`config.mk`:
```
export PLATFORM = sky130hd
export DESIGN_NAME = imem_loader
export DESIGN_NICKNAME = d
export VERILOG_FILES = /design/src/rtl/imem_loader.sv
export SDC_FILE = /design/constraint.sdc
export NUM_CORES = 1
export LEC_CHECK = 0
export ABC_AREA = 1
export BUFFER_PORTS_ARGS = -buffer_cell sky130_fd_sc_hd__clkbuf_2
export CAP_MARGIN = 15
export CORE_UTILIZATION = 60
export CTS_BUF_LIST = sky130_fd_sc_hd__clkbuf_4 sky130_fd_sc_hd__clkbuf_8
export CTS_CLUSTER_DIAMETER = 60
export CTS_CLUSTER_SIZE = 16
export DETAILED_ROUTE_END_ITERATION = 12
export PLACE_DENSITY = 0.87
export SLEW_MARGIN = 20
export SYNTH_ARGS = -nofsm -noshare
export SYNTH_HDL_FRONTEND = slang
export SYNTH_SLANG_ARGS = --single-unit
```
`constraint.sdc`:
```
create_clock -name clk -period 3.2 [get_ports clk]
set_clock_uncertainty 0.05 [all_clocks]
set_input_delay 0.16 -clock clk [delete_from_list [all_inputs] [get_ports clk]]
set_output_delay 0.16 -clock clk [all_outputs]
set_load 0.005 [all_outputs]
```
`src/rtl/imem_loader.sv`:
```
// Serial boot loader: streams A5 / length / little-endian words into IMEM.
// Optional XOR checksum trailer enabled by IMEM_LOADER_CHECKSUM_EN.
module imem_loader #(
  parameter int unsigned MAX_WORDS = 1024,
  parameter logic [63:0] BASE_ADR  = 64'h0
) (
  input  logic        clk,
  input  logic        rst,
  input  logic [7:0]  byte_in,
  input  logic        byte_valid,
  output logic        byte_ready,
  input  logic        restart,
  output logic        imem_we,
  output logic [63:0] imem_adr,
  output logic [31:0] imem_data,
  output logic        cpu_reset,
  output logic        done,
  output logic        error
);

  typedef enum logic [2:0] {
    IDLE,
    LEN_LO,
    LEN_HI,
    DATA,
`ifdef IMEM_LOADER_CHECKSUM_EN
    CHECK,
`endif
    DONE,
    ERR
  } state_t;

`ifdef IMEM_LOADER_CHECKSUM_EN
  localparam state_t FIN = CHECK;
`else
  localparam state_t FIN = DONE;
`endif

  localparam logic [16:0] MAX_N = 17'(MAX_WORDS);

  state_t      state_q;
  state_t      state_d;
  logic        take;
  logic        fin_q;
  logic [15:0] len_q;
  logic [15:0] len_full;
  logic [1:0]  byte_cnt_q;
  logic [15:0] word_cnt_q;
  logic [23:0] wbuf_q;
  logic        last_word;
`ifdef IMEM_LOADER_CHECKSUM_EN
  logic [7:0]  csum_q;
`endif

  assign byte_ready = (state_q != DONE) && (state_q != ERR);
  assign take       = byte_valid && byte_ready;
  assign len_full   = {byte_in, len_q[7:0]};
  assign last_word  = (word_cnt_q == (len_q - 16'd1));
  assign fin_q      = (state_q == DONE) || (state_q == ERR);
  assign cpu_reset  = (state_q != DONE);

  always_comb begin
    state_d = state_q;
    unique case (state_q)
      IDLE: begin
        if (take && byte_in == 8'hA5) state_d = LEN_LO;
      end
      LEN_LO: begin
        if (take) state_d = LEN_HI;
      end
      LEN_HI: begin
        if (take) begin
          if ({1'b0, len_full} > MAX_N) state_d = ERR;
          else if (len_full == 16'd0)   state_d = FIN;
          else                          state_d = DATA;
        end
      end
      DATA: begin
        if (take && byte_cnt_q == 2'd3 && last_word) state_d = FIN;
      end
`ifdef IMEM_LOADER_CHECKSUM_EN
      CHECK: begin
        if (take) state_d = (byte_in == csum_q) ? DONE : ERR;
      end
`endif
      DONE, ERR: begin
        if (restart) state_d = IDLE;
      end
      default: state_d = IDLE;
    endcase
  end

  always_ff @(posedge clk) begin
    if (!rst) begin
      state_q    <= IDLE;
      imem_we    <= 1'b0;
      imem_adr   <= 64'h0;
      imem_data  <= 32'h0;
      done       <= 1'b0;
      error      <= 1'b0;
      len_q      <= 16'h0;
      byte_cnt_q <= 2'd0;
      word_cnt_q <= 16'h0;
      wbuf_q     <= 24'h0;
`ifdef IMEM_LOADER_CHECKSUM_EN
      csum_q     <= 8'h0;
`endif
    end else begin
      state_q <= state_d;
      done    <= (state_d == DONE);
      error   <= (state_d == ERR);
      imem_we <= 1'b0;
      if (fin_q && restart) begin
        len_q      <= 16'h0;
        byte_cnt_q <= 2'd0;
        word_cnt_q <= 16'h0;
        wbuf_q     <= 24'h0;
`ifdef IMEM_LOADER_CHECKSUM_EN
        csum_q     <= 8'h0;
`endif
      end else if (take) begin
        unique case (state_q)
          LEN_LO: len_q[7:0]  <= byte_in;
          LEN_HI: len_q[15:8] <= byte_in;
          DATA: begin
`ifdef IMEM_LOADER_CHECKSUM_EN
            csum_q <= csum_q ^ byte_in;
`endif
            byte_cnt_q <= byte_cnt_q + 2'd1;
            unique case (byte_cnt_q)
              2'd0: wbuf_q[7:0]   <= byte_in;
              2'd1: wbuf_q[15:8]  <= byte_in;
              2'd2: wbuf_q[23:16] <= byte_in;
              default: begin
                imem_we    <= 1'b1;
                imem_adr   <= BASE_ADR + {48'h0, word_cnt_q};
                imem_data  <= {byte_in, wbuf_q};
                word_cnt_q <= word_cnt_q + 16'd1;
              end
            endcase
          end
          default: ;
        endcase
      end
    end
  end

endmodule

```
==> Word-level counts from Yosys, hierarchy flattened <==
Index checks and enable logic that the tools add are counted.
{ "totals": {"elab_cells": 67, "in_bits": 12, "register_bits": 112} }
{ "op_classes": {"n_eq_ne": 14, "reduce_logical": 22, "mux": 9, "addsub": 3, "order_cmp": 1, "bitwise": 5} }
{ "op_table": {"columns": ["cell", "n"], "rows": [
  ["$mux 3", 7],
  ["$add 16x1->16 const B", 1],
  ["$eq 16x16->1", 1],
  ["$gt 16x11->1 const B", 1],
  ["$logic_not 16->1", 1],
  ["$sub 16x1->16 const B", 1],
  ["$pmux 3 s5", 1],
  ["$eq 3x3->1 const B", 4],
  ["$reduce_and 3->1", 4],
  ["$eq 8x8->1 const B", 1],
  ["$eq 3x2->1 const B", 2],
  ["$logic_and 1x1->1", 6],
  ["$ne 3x3->1 const B", 2],
  ["$reduce_and 2->1", 3],
  ["$not 1->1", 5],
  ["$eq 2x2->1 const B", 2],
  ["$reduce_and 4->1", 1],
  ["$reduce_or 2->1", 2],
  ["$reduce_or 4->1", 1],
  ["$eq 3x1->1 const B", 1],
  ["$logic_not 3->1", 1],
  ["$reduce_or 3->1", 1],
  ["$add 2x1->2 const B", 1],
  ["$eq 2x1->1 const B", 1],
  ["3 further kinds", 3]
]} }

==> Logic depth before layout (Yosys ltp) <==
Gate-level depths: netlist of run 1.
{ "logic_depth": {"depth_word": 8, "depth_mapped": 16} }

==> Worst setup path before layout of run 1 <==
Ideal clock, no wire load.
{ "synth_path": {"path_type": "register to register", "start": "register len_q[0]", "end": "register error", "t_arrival_ps": 1572, "path_stages_with_launch": 15, "period_less_slack_ps": 1741, "n_path_buf": 0, "slack_ps": 1459, "cell_sequence": "dfxtp_1 > inv_2 > ha_1 > nand2_1 > inv_1 > nor2_1 > nand2_1 > nor2_1 > nand2_1 > nor2_1 > nand3_1 > nor2_1 > nand2_1 > a21oi_1 > nor2_1"} }
{ "synth_via": {"elab_chain_cells": 6} }
{ "synth_lines": {"columns": ["element", "line", "source"], "rows": [
  ["start: declaration", "45", "logic [15:0] len_q;"],
  ["start signal: assignment", "123", "LEN_LO: len_q[7:0] <= byte_in;"],
  ["$sub 16x1->16 or $logic_not 16->1 (tied branches)", "58, 74", null],
  ["$eq 16x16->1 or $mux 3 (tied branches)", "58, 74", null],
  ["$logic_and 1x1->1 or $mux 3 (tied branches)", "79, 73", null],
  ["$mux 3, on equally long branches", "79, 72", null],
  ["$pmux 3 s5 *", "64", "unique case (state_q)"],
  ["$eq 3x3->1 *", "111", "error <= (state_d == ERR);"],
  ["end signal: assignment", "111", null],
  ["end: declaration", "18", "output logic error"]
]} }
Every way passes the cells marked *; elsewhere a longest branch is shown, timed or not.
A chain may end at the register's enable or synchronous reset.

==> Worst setup path in the final report of run 1 <==
{ "layout_path": {"start": "input port byte_valid", "end": "register word_cnt_q[11]"} }
{ "layout_via": {"elab_chain_cells": 2} }
{ "layout_lines": {"columns": ["element", "line", "source"], "rows": [
  ["start: declaration", "10", "input logic byte_valid,"],
  ["$logic_and 1x1->1", "56", "assign take = byte_valid && byte_ready;"],
  ["$reduce_and 3->1 (no source line)", null, null],
  ["end signal: assignment", "138", "word_cnt_q <= word_cnt_q + 16'd1;"],
  ["end: declaration", "48", "logic [15:0] word_cnt_q;"]
]} }
Every way passes these cells.

==> run summary, run 1 <==
met2 Track Usage GR -> 0.487
worst IR drop on VDD -> 0.000252 V
row cnt -> 33
Setup crit end kind -> flop
fin. max-slew vios -> 0
synth top area cells -> dfxtp_1, o21ai_0, nor2_1, nand2_1, buf_4
Hold Crit Class -> in2reg
Tot Pwr -> 2390 µW
postcts setup bufs -> 0
Synth top area share -> 0.433
Layout area overhead -> 8.31%
Mapped Cells -> 713
met1 Use GR -> 0.377
Most used DFF post-synth -> dfxtp_1
post-route minimum period -> 2.28 ns
# H-tree levels -> 3
commonest cells in the netlist -> dfxtp_1, nor2_1, nand2_1, o21ai_0, a21oi_1
Rel. slew slack -> 0.568
crit-path cells -> dlygate4sd3_1, clkbuf_2, inv_1, nor2_4, nand2_2, nor2_1, nand2_1, nor2_2, nand2_1, o21ai_0, a21oi_1
share of cells above drive strength 1 -> 0.128
clock buffer depth -> 2
worst-path cell with the longest stage delay -> dlygate4sd3_1
most frequent CP cell -> nand2_1
post-cts sizing count -> 0
maxcap violations -> 0
# nets final -> 785
Post-synth ARST share -> 0
die width -> 94.9 µm
outcome -> finished clean
largest net degree at the start of global routing -> 49
DP Wirelength -> 8990 µm
Routed Antenna Nets -> 0
worst path buffer plus inverter count -> 3
EDFF count, synth -> 0
Worst Reg-to-Reg Cells -> 9
PD cells -> 426 nW/µm²
most used routing layer -> met2
top cell family by delay on the critical path -> simple AND/OR/NAND/NOR gates
Place WS -> 0.985 ns
Vias/cell -> 5.42
routed wire length -> 12500 µm
Post-Syn Area -> 5180 µm²
first-pass GRT wire length -> 20000 µm
CTS tree -> done
crit start category -> primary input
DR DRC count -> 0
Worst-path clk slew -> 0.10 ns
CP required -> 3.43 ns
drt initial violations -> 411
FF/Latch Area -> 2240 µm²
IO buf count -> 64
Pleak -> 0.00266 µW
sequential area share after synthesis -> 0.433
Worst path max stage delay -> 0.52 ns
WL/cell -> 14.3 µm
FF+latch count, synth -> 112
# IOs -> 113
number of distinct library cells after synthesis -> 35
CTS buffer count -> 9
Setup-failing EPs final -> 0
period utilisation layout -> 0.714
Antenna Cells -> 0
GP Congestion -> 0.948
Crit path arrival time -> 2.51 ns
crit-path max FO -> 39
GRT Total Usage -> 0.290
Mean Syn Cell Area -> 7.26 µm²
met3 Use GR -> 0.0403
Root Driver -> clkbuf_8
RSZ-0062 raised after global routing -> false
total number of vias -> 4744
# fillers -> 698
initial antenna violation count -> 0
hold path cells -> 3
die height -> 94.9 µm
Multi-input gate area -> 2410 µm²
Setup TNS Final -> 0 ns
post-synth top area cell -> dfxtp_1
# clock sinks -> 112
vias in the first global route -> 4272
Fin. Hold Viols -> 0
stages on the worst setup path -> 11
global route total overflow -> 0
Ys Warns -> 0
clock latency on the worst-skew pair -> 0.38 ns
final worst setup slack -> 0.915 ns
Crit Path Class -> in2reg
TritonRoute pass-1 iters -> 4
Worst-Margin Slew -> 0.646 ns
Initial Utilization -> 0.624
Die Area -> 9010 µm²
fmax -> 438 MHz
core area -> 8300 µm²
through the flow:
step	hold WS (ns)	cell area [µm²]	instances	utilization
4_1_cts	0.0784	5610	876	0.676
2_1_floorplan	0.218	5360	760	-
3_3_place_gp	0.382	5380	859	0.648
5_1_grt	0.117	5610	876	0.676
6_report	0.0927	5610	876	0.676
3_5_place_dp	0.378	5380	859	0.648
area by class of cell:
| class | count | area share |
|---|---|---|
| clock buffer | 10 | 0.0234 |
| timing repair buffer | 71 | 0.0669 |
| sequential | 112 | 0.400 |
| multi-input combinational | 511 | 0.429 |
| clock inverter | 6 | 0.0163 |
| tap | 105 | 0.0234 |
| inverter | 61 | 0.0408 |
registers in the layout, indices dropped and copies added, names as in the netlist:
register	count
len_q	16
imem_adr	16
error	1
word_cnt_q	16
wbuf_q	24
byte_cnt_q	2
state_q	3
imem_we	1
imem_data	32
done	1
worst reg2reg max path, cell delays in order, from the launching register on:
cell and delay [ns]:
dfxtp_1 0.44, nand3_2 0.13, nor2_4 0.17, nand2_2 0.40, nor2_1 0.29, nand2_1 0.16
nor2_2 0.17, nand2_1 0.12, o21ai_0 0.18, a21oi_1 0.05
cells in the final DEF, fill, tap and decap left out, drive strengths merged:
| master | count |
|---|---|
| xor2 | 7 |
| a21oi | 74 |
| inv | 60 |
| dlygate4sd3 | 1 |
| nor4 | 8 |
| o211ai | 1 |
| clkinv | 6 |
| nand3 | 16 |
| nor3 | 12 |
| nand4 | 5 |
| and2 | 1 |
| o21a | 1 |
| nor3b | 1 |
| ha | 7 |
| clkbuf | 74 |
| a31oi | 2 |
| xnor2 | 6 |
| nor2 | 117 |
| buf | 6 |
| conb | 48 |
| dfxtp | 112 |
| nand3b | 1 |
| nand2 | 105 |
| o21ai | 99 |
| bufinv | 1 |
cells by family after synthesis:
group,Yosys count,share of synthesized area
fa+ha+maj,7,0.0169
compound gates,177,0.173
xor+xnor,13,0.0220
flops,112,0.433
other cells,1,0.000724
buf+inv,137,0.136
simple gates,266,0.218
layer usage:
layer | vias up | share of wire
li1 | 2325 | -
met1 | 2185 | 0.45
met2 | 205 | 0.47
met3 | 29 | 0.054
met4 | 0 | 0.023
met5 | - | 0
repair_timing:
item / CTS / global route
endpoints found under the hold margin: 1 / 0
hold buffers: 1 / 0
setup endpoints to repair: 0 / 0
report_power, final:
| part | internal, µW | total [µW] | switching, µW | leakage [µW] |
|---|---|---|---|---|
| Combinational | 18.4 | 87.3 | 68.9 | 0.00165 |
| Clock | 392 | 908 | 515 | 0.000112 |
| Sequential | 1390 | 1390 | 0.276 | 0.000902 |
| Total | 1800 | 2390 | 585 | 0.00266 |
path summary, 6_finish.rpt:
| check | from | to | slack [ns] |
|---|---|---|---|
| worst min-delay path | byte_in[2] | len_q[2] | 0.09 |
| worst min register to register | imem_data[23] | imem_data[23] | 0.45 |
| worst max-delay path | byte_valid | word_cnt_q[11] | 0.92 |
| worst max register to register | state_q[0] | word_cnt_q[11] | 0.94 |
No activity file was read; power rests on OpenSTA's default activity.
==> run 2: changes to the inputs <==
Settings changed: ABC_AREA 1 to 0, CORE_UTILIZATION 60 to 57, PLACE_DENSITY 0.87 to 0.83.
Clock period 3.2 ns to 2.3 ns, I/O delays scaled along.
==> run summary, run 2 <==
FF/Latch Area -> 2240 µm²
Crit Path Class -> reg2reg
Setup crit end kind -> flop
Biggest register -> imem_data
Post-synth ARST share -> 0
crit-path max FO -> 3
Post-DP Area -> 5860 µm²
Ys Warns -> 0
worst IR drop on VDD -> 0.000419 V
vias in the first global route -> 4239
Largest regs -> imem_data (32), wbuf_q (24)
Setup TNS Final -> -0.00640 ns
Layout area overhead -> 14.3%
Die Area -> 9860 µm²
Most used DFF post-synth -> dfxtp_1
Mean Syn Cell Area -> 8.37 µm²
DR DRC count -> 0
# IOs -> 113
# nets final -> 742
total number of vias -> 4508
Setup-failing EPs final -> 1
Mapped Cells -> 645
Worst-Margin Slew -> 0.543 ns
core area -> 9200 µm²
Worst-path clk slew -> 0.11 ns
# H-tree levels -> 3
post-route minimum period -> 2.31 ns
row cnt -> 35
Vias/cell -> 5.38
Routed Antenna Nets -> 0
GP Congestion -> 0.950
CTS buffer count -> 9
most frequent cell after synthesis -> nand2_1
clock buffer depth -> 2
most frequent cells in the layout -> nand2_1, dfxtp_1, nor2_1, clkbuf_2
die height -> 99.3 µm
commonest cells in the netlist -> nand2_1, dfxtp_1, nor2_1, a21boi_0, buf_4
Root Driver -> clkbuf_8
share of cells above drive strength 1 -> 0.197
post-route cell area -> 6170 µm²
fin. max-slew vios -> 0
CTS tree -> done
initial antenna violation count -> 0
first-pass GRT wire length -> 20400 µm
drt initial violations -> 209
routed wire length -> 12500 µm
TritonRoute pass-1 iters -> 4
DP Wirelength -> 9030 µm
FF+latch count, synth -> 112
die width -> 99.3 µm
Synth top area share -> 0.415
most common cell after layout, fill and taps aside -> nand2_1
violated checks -> setup timing
Multi-input gate area -> 2870 µm²
WL/cell -> 15.0 µm
Fin. Hold Viols -> 0
Antenna Cells -> 0
RSZ-0062 raised after global routing -> true
Rel. slew slack -> 0.638
EDFF count, synth -> 0
final worst setup slack -> -0.00640 ns
largest net degree at the start of global routing -> 59
clock latency on the worst-skew pair -> 0.38 ns
max reg flops -> 32
maxcap violations -> 0
sequential area share after synthesis -> 0.415
# fillers -> 771
Crit path arrival time -> 2.58 ns
global route total overflow -> 0
IO buf count -> 64
synth top area cells -> dfxtp_1, nand2_1, a21boi_0, buf_4, mux2i_1
outcome -> finished, violations left
number of distinct library cells after synthesis -> 62
post-synth top area cell -> dfxtp_1
crit start category -> flop
# clock sinks -> 112
CP required -> 2.57 ns
Place WS -> -0.0694 ns
Pleak -> 0.00263 µW
fmax -> 434 MHz
Post-Syn Area -> 5400 µm²
Tot Pwr -> 3390 µW
Hold Crit Class -> in2reg
period utilisation layout -> 1.00
Initial Utilization -> 0.587
GRT Total Usage -> 0.261
PD cells -> 550 nW/µm²
==> run 2: changes by cell type in the layout (fill, tap and decap cells not counted), moves of 30 or more <==
| cell | previous run | this run |
|---|---|---|
| a21boi_0 | 0 | 48 |
| a21oi_1 | 73 | 20 |
| buf_4 | 6 | 36 |
| inv_1 | 57 | 7 |
| nor2_1 | 112 | 64 |
| o21ai_0 | 99 | 5 |
==> run 2: logic make-up (layout without fill, tap and decap cells) <==
logic type	after synthesis	in the layout	share of synthesized area
and+or+nand+nor	275	275	0.238
DFF	112	112	0.415
AOI/OAI and AO/OA	100	100	0.132
buffers and inverters	93	128	0.0988
xor gates and xnor gates	30	30	0.0487
muxes	27	27	0.0501
adders and majority gates	7	7	0.0162
other	1	48	0.000695
==> run 2: power breakdown <==
part	internal, µW	total (µW)	switching, µW
Combinational	32.6	120	87.6
Sequential	1940	1940	0.277
Clock	629	1340	706
Total	2600	3390	794
==> run 2: critical path: stages, from the launching register on <==
cell and delay [ns]:
dfxtp_2 0.34, or4_4 0.51, or3_4 0.36, o31a_1 0.25, a211o_1 0.26, buf_6 0.12
o221a_1 0.23, a21oi_2 0.12
==> run 2: worst paths after layout <==
kind | from | to | slack [ns] | cells after the start
worst min-delay path | byte_in[3] | imem_data[27] | 0.07 | 3
worst max register to register | len_q[9] | state_q[1] | -0.006 | 7
worst min register to register | wbuf_q[11] | imem_data[11] | 0.42 | 2
worst max-delay path | len_q[9] | state_q[1] | -0.006 | 7
==> run 2: cell type report <==
cell class	instances	area share
well taps	111	0.0225
inverters	9	0.00548
multi-input cells	487	0.466
clock buffers	9	0.0201
clock inverters	6	0.0168
flip-flops and latches	112	0.364
repair buffers	104	0.106
==> run 2: through the flow <==
step,hold WS (ns),cells,utilization
floorplan,0.201,692,-
global placement,0.394,821,0.637
detailed placement,0.406,821,0.637
CTS,0.0533,838,0.670
global route,0.0742,838,0.671
finish,0.0711,838,0.671
==> run 2: per-layer routing <==
metal	track usage	share of wire	vias to the layer above	routed length (µm)
li1	-	-	2221	-
met1	0.319	0.42	2100	5240
met2	0.452	0.49	166	6150
met3	0.0562	0.071	21	891
met4	0.0995	0.022	0	274
met5	0	0	-	0
==> run 2: repair_timing <==
item / 4_1_cts / 5_1_grt
setup endpoints to repair: 1 / 5
hold endpoints to repair: 1 / 0
hold buffers: 1 / 0
buffers inserted: 1 / 0
pin swaps: 8 / 3
resized for setup: 13 / 2
==> run 3: changes to the inputs <==
Settings changed: ABC_AREA 0 to 1, CORE_UTILIZATION 57 to 56, PLACE_DENSITY 0.83 to 0.82.
==> run summary, run 3 (synthesis gave the netlist of run 1 again) <==
Biggest register -> imem_data
GP Congestion -> 0.953
drt initial violations -> 402
RSZ-0062 raised after global routing -> false
Initial Utilization -> 0.585
post-cts sizing count -> 0
Largest regs -> imem_data (32), wbuf_q (24)
# clock sinks -> 112
# IOs -> 113
most frequent cells in the layout -> nor2_1, dfxtp_1, nand2_1
Crit path arrival time -> 2.24 ns
Tot Pwr -> 3210 µW
DR DRC count -> 0
worst IR drop on VDD -> 0.000329 V
post-layout util -> 0.634
outcome -> finished clean
share of cells above drive strength 1 -> 0.131
Fin. Hold Viols -> 0
vias in the first global route -> 4148
Antenna Cells -> 0
crit start category -> flop
Setup TNS Final -> 0 ns
TritonRoute pass-1 iters -> 9
routed wire length -> 12100 µm
crit-path max FO -> 14
Crit Path Class -> reg2reg
IO buf count -> 64
Setup crit end kind -> flop
Setup-failing EPs final -> 0
Die Area -> 9640 µm²
Worst-path clk slew -> 0.11 ns
fmax -> 496 MHz
CP required -> 2.52 ns
Layout area overhead -> 8.36%
WL/cell -> 13.7 µm
Hold Crit Class -> in2reg
largest net degree at the start of global routing -> 53
clock latency on the worst-skew pair -> 0.38 ns
PD cells -> 572 nW/µm²
CTS buffer count -> 9
row cnt -> 34
Vias/cell -> 5.18
die height -> 98.2 µm
initial antenna violation count -> 0
# nets final -> 787
Root Driver -> clkbuf_8
clock buffer depth -> 2
Worst-Margin Slew -> 0.550 ns
final cell count without fillers -> 881
DP Wirelength -> 8650 µm
post-route minimum period -> 2.01 ns
# fillers -> 784
total number of vias -> 4565
GRT Total Usage -> 0.259
Rel. slew slack -> 0.630
Routed Antenna Nets -> 0
max reg flops -> 32
final worst setup slack -> 0.286 ns
fin. max-slew vios -> 0
period utilisation layout -> 0.876
Pleak -> 0.00266 µW
first-pass GRT wire length -> 19800 µm
Placed Cells -> 864
core area -> 8850 µm²
Place WS -> 0.341 ns
CTS tree -> done
# H-tree levels -> 3
global route total overflow -> 0
maxcap violations -> 0
die width -> 98.2 µm
==> run 3: cell count changes in the layout (fill, tap and decap cells not counted), moves of 29 or more <==
cell and delta:
o21ai_0 +94, a21oi_1 +53, inv_1 +50, a21boi_0 -48, nor2_1 +48, buf_4 -29
==> run 3: through the flow <==
stage               instance area, µm²  hold slack (ns)
floorplan                         5360            0.173
global placement                  5410            0.331
detailed placement                5410            0.337
CTS                               5610           0.0342
global route                      5610           0.0413
finish                            5610           0.0523
==> run 3: final cells by class <==
class	instances	area (µm²)	area share
clock buffers	10	131	0.0234
clock inverters	6	62.6	0.0111
inverters	61	229	0.0408
multi-input cells	511	2410	0.429
flip-flops and latches	112	2240	0.400
well taps	108	135	0.0241
repair buffers	73	403	0.0718
==> run 3: what timing repair did <==
item	CTS	global route
hold buffers	1	0
endpoints found under the hold margin	1	0
setup buffers	0	0
endpoints found under the setup margin	0	0
==> run 3: worst max-delay path, cell delays in order (launching register included) <==
cell,delay (ns)
dfxtp_1,0.46
nand3_2,0.14
nor2_4,0.18
nand2_2,0.22
nor2_1,0.18
nand2_1,0.13
nor2_2,0.17
nand2_1,0.14
o21ai_0,0.19
a21oi_1,0.06
==> run 3: path summary, 6_finish.rpt <==
path,slack [ns],end,startpoint,depth (start not counted)
max,0.29,word_cnt_q[11],state_q[0],9
min,0.05,imem_adr[0],rst,3
max reg2reg,0.29,word_cnt_q[11],state_q[0],9
min reg2reg,0.44,imem_adr[0],imem_adr[0],2
==> run 3: power breakdown <==
part | switching, µW | internal (µW) | leakage, µW | total [µW]
registers | 0.404 | 1940 | 0.000902 | 1940
clock network | 713 | 434 | 0.0000991 | 1150
logic | 97.1 | 26.7 | 0.00166 | 124
total | 811 | 2400 | 0.00266 | 3210
==> run 3: layer usage <==
| layer | up-vias | share of wire | global-route usage |
|---|---|---|---|
| met1 | 2012 | 0.44 | 0.341 |
| met2 | 210 | 0.47 | 0.423 |
| met5 | - | 0 | 0 |
| met4 | 0 | 0.019 | 0.102 |
| li1 | 2324 | - | - |
| met3 | 19 | 0.075 | 0.0480 |
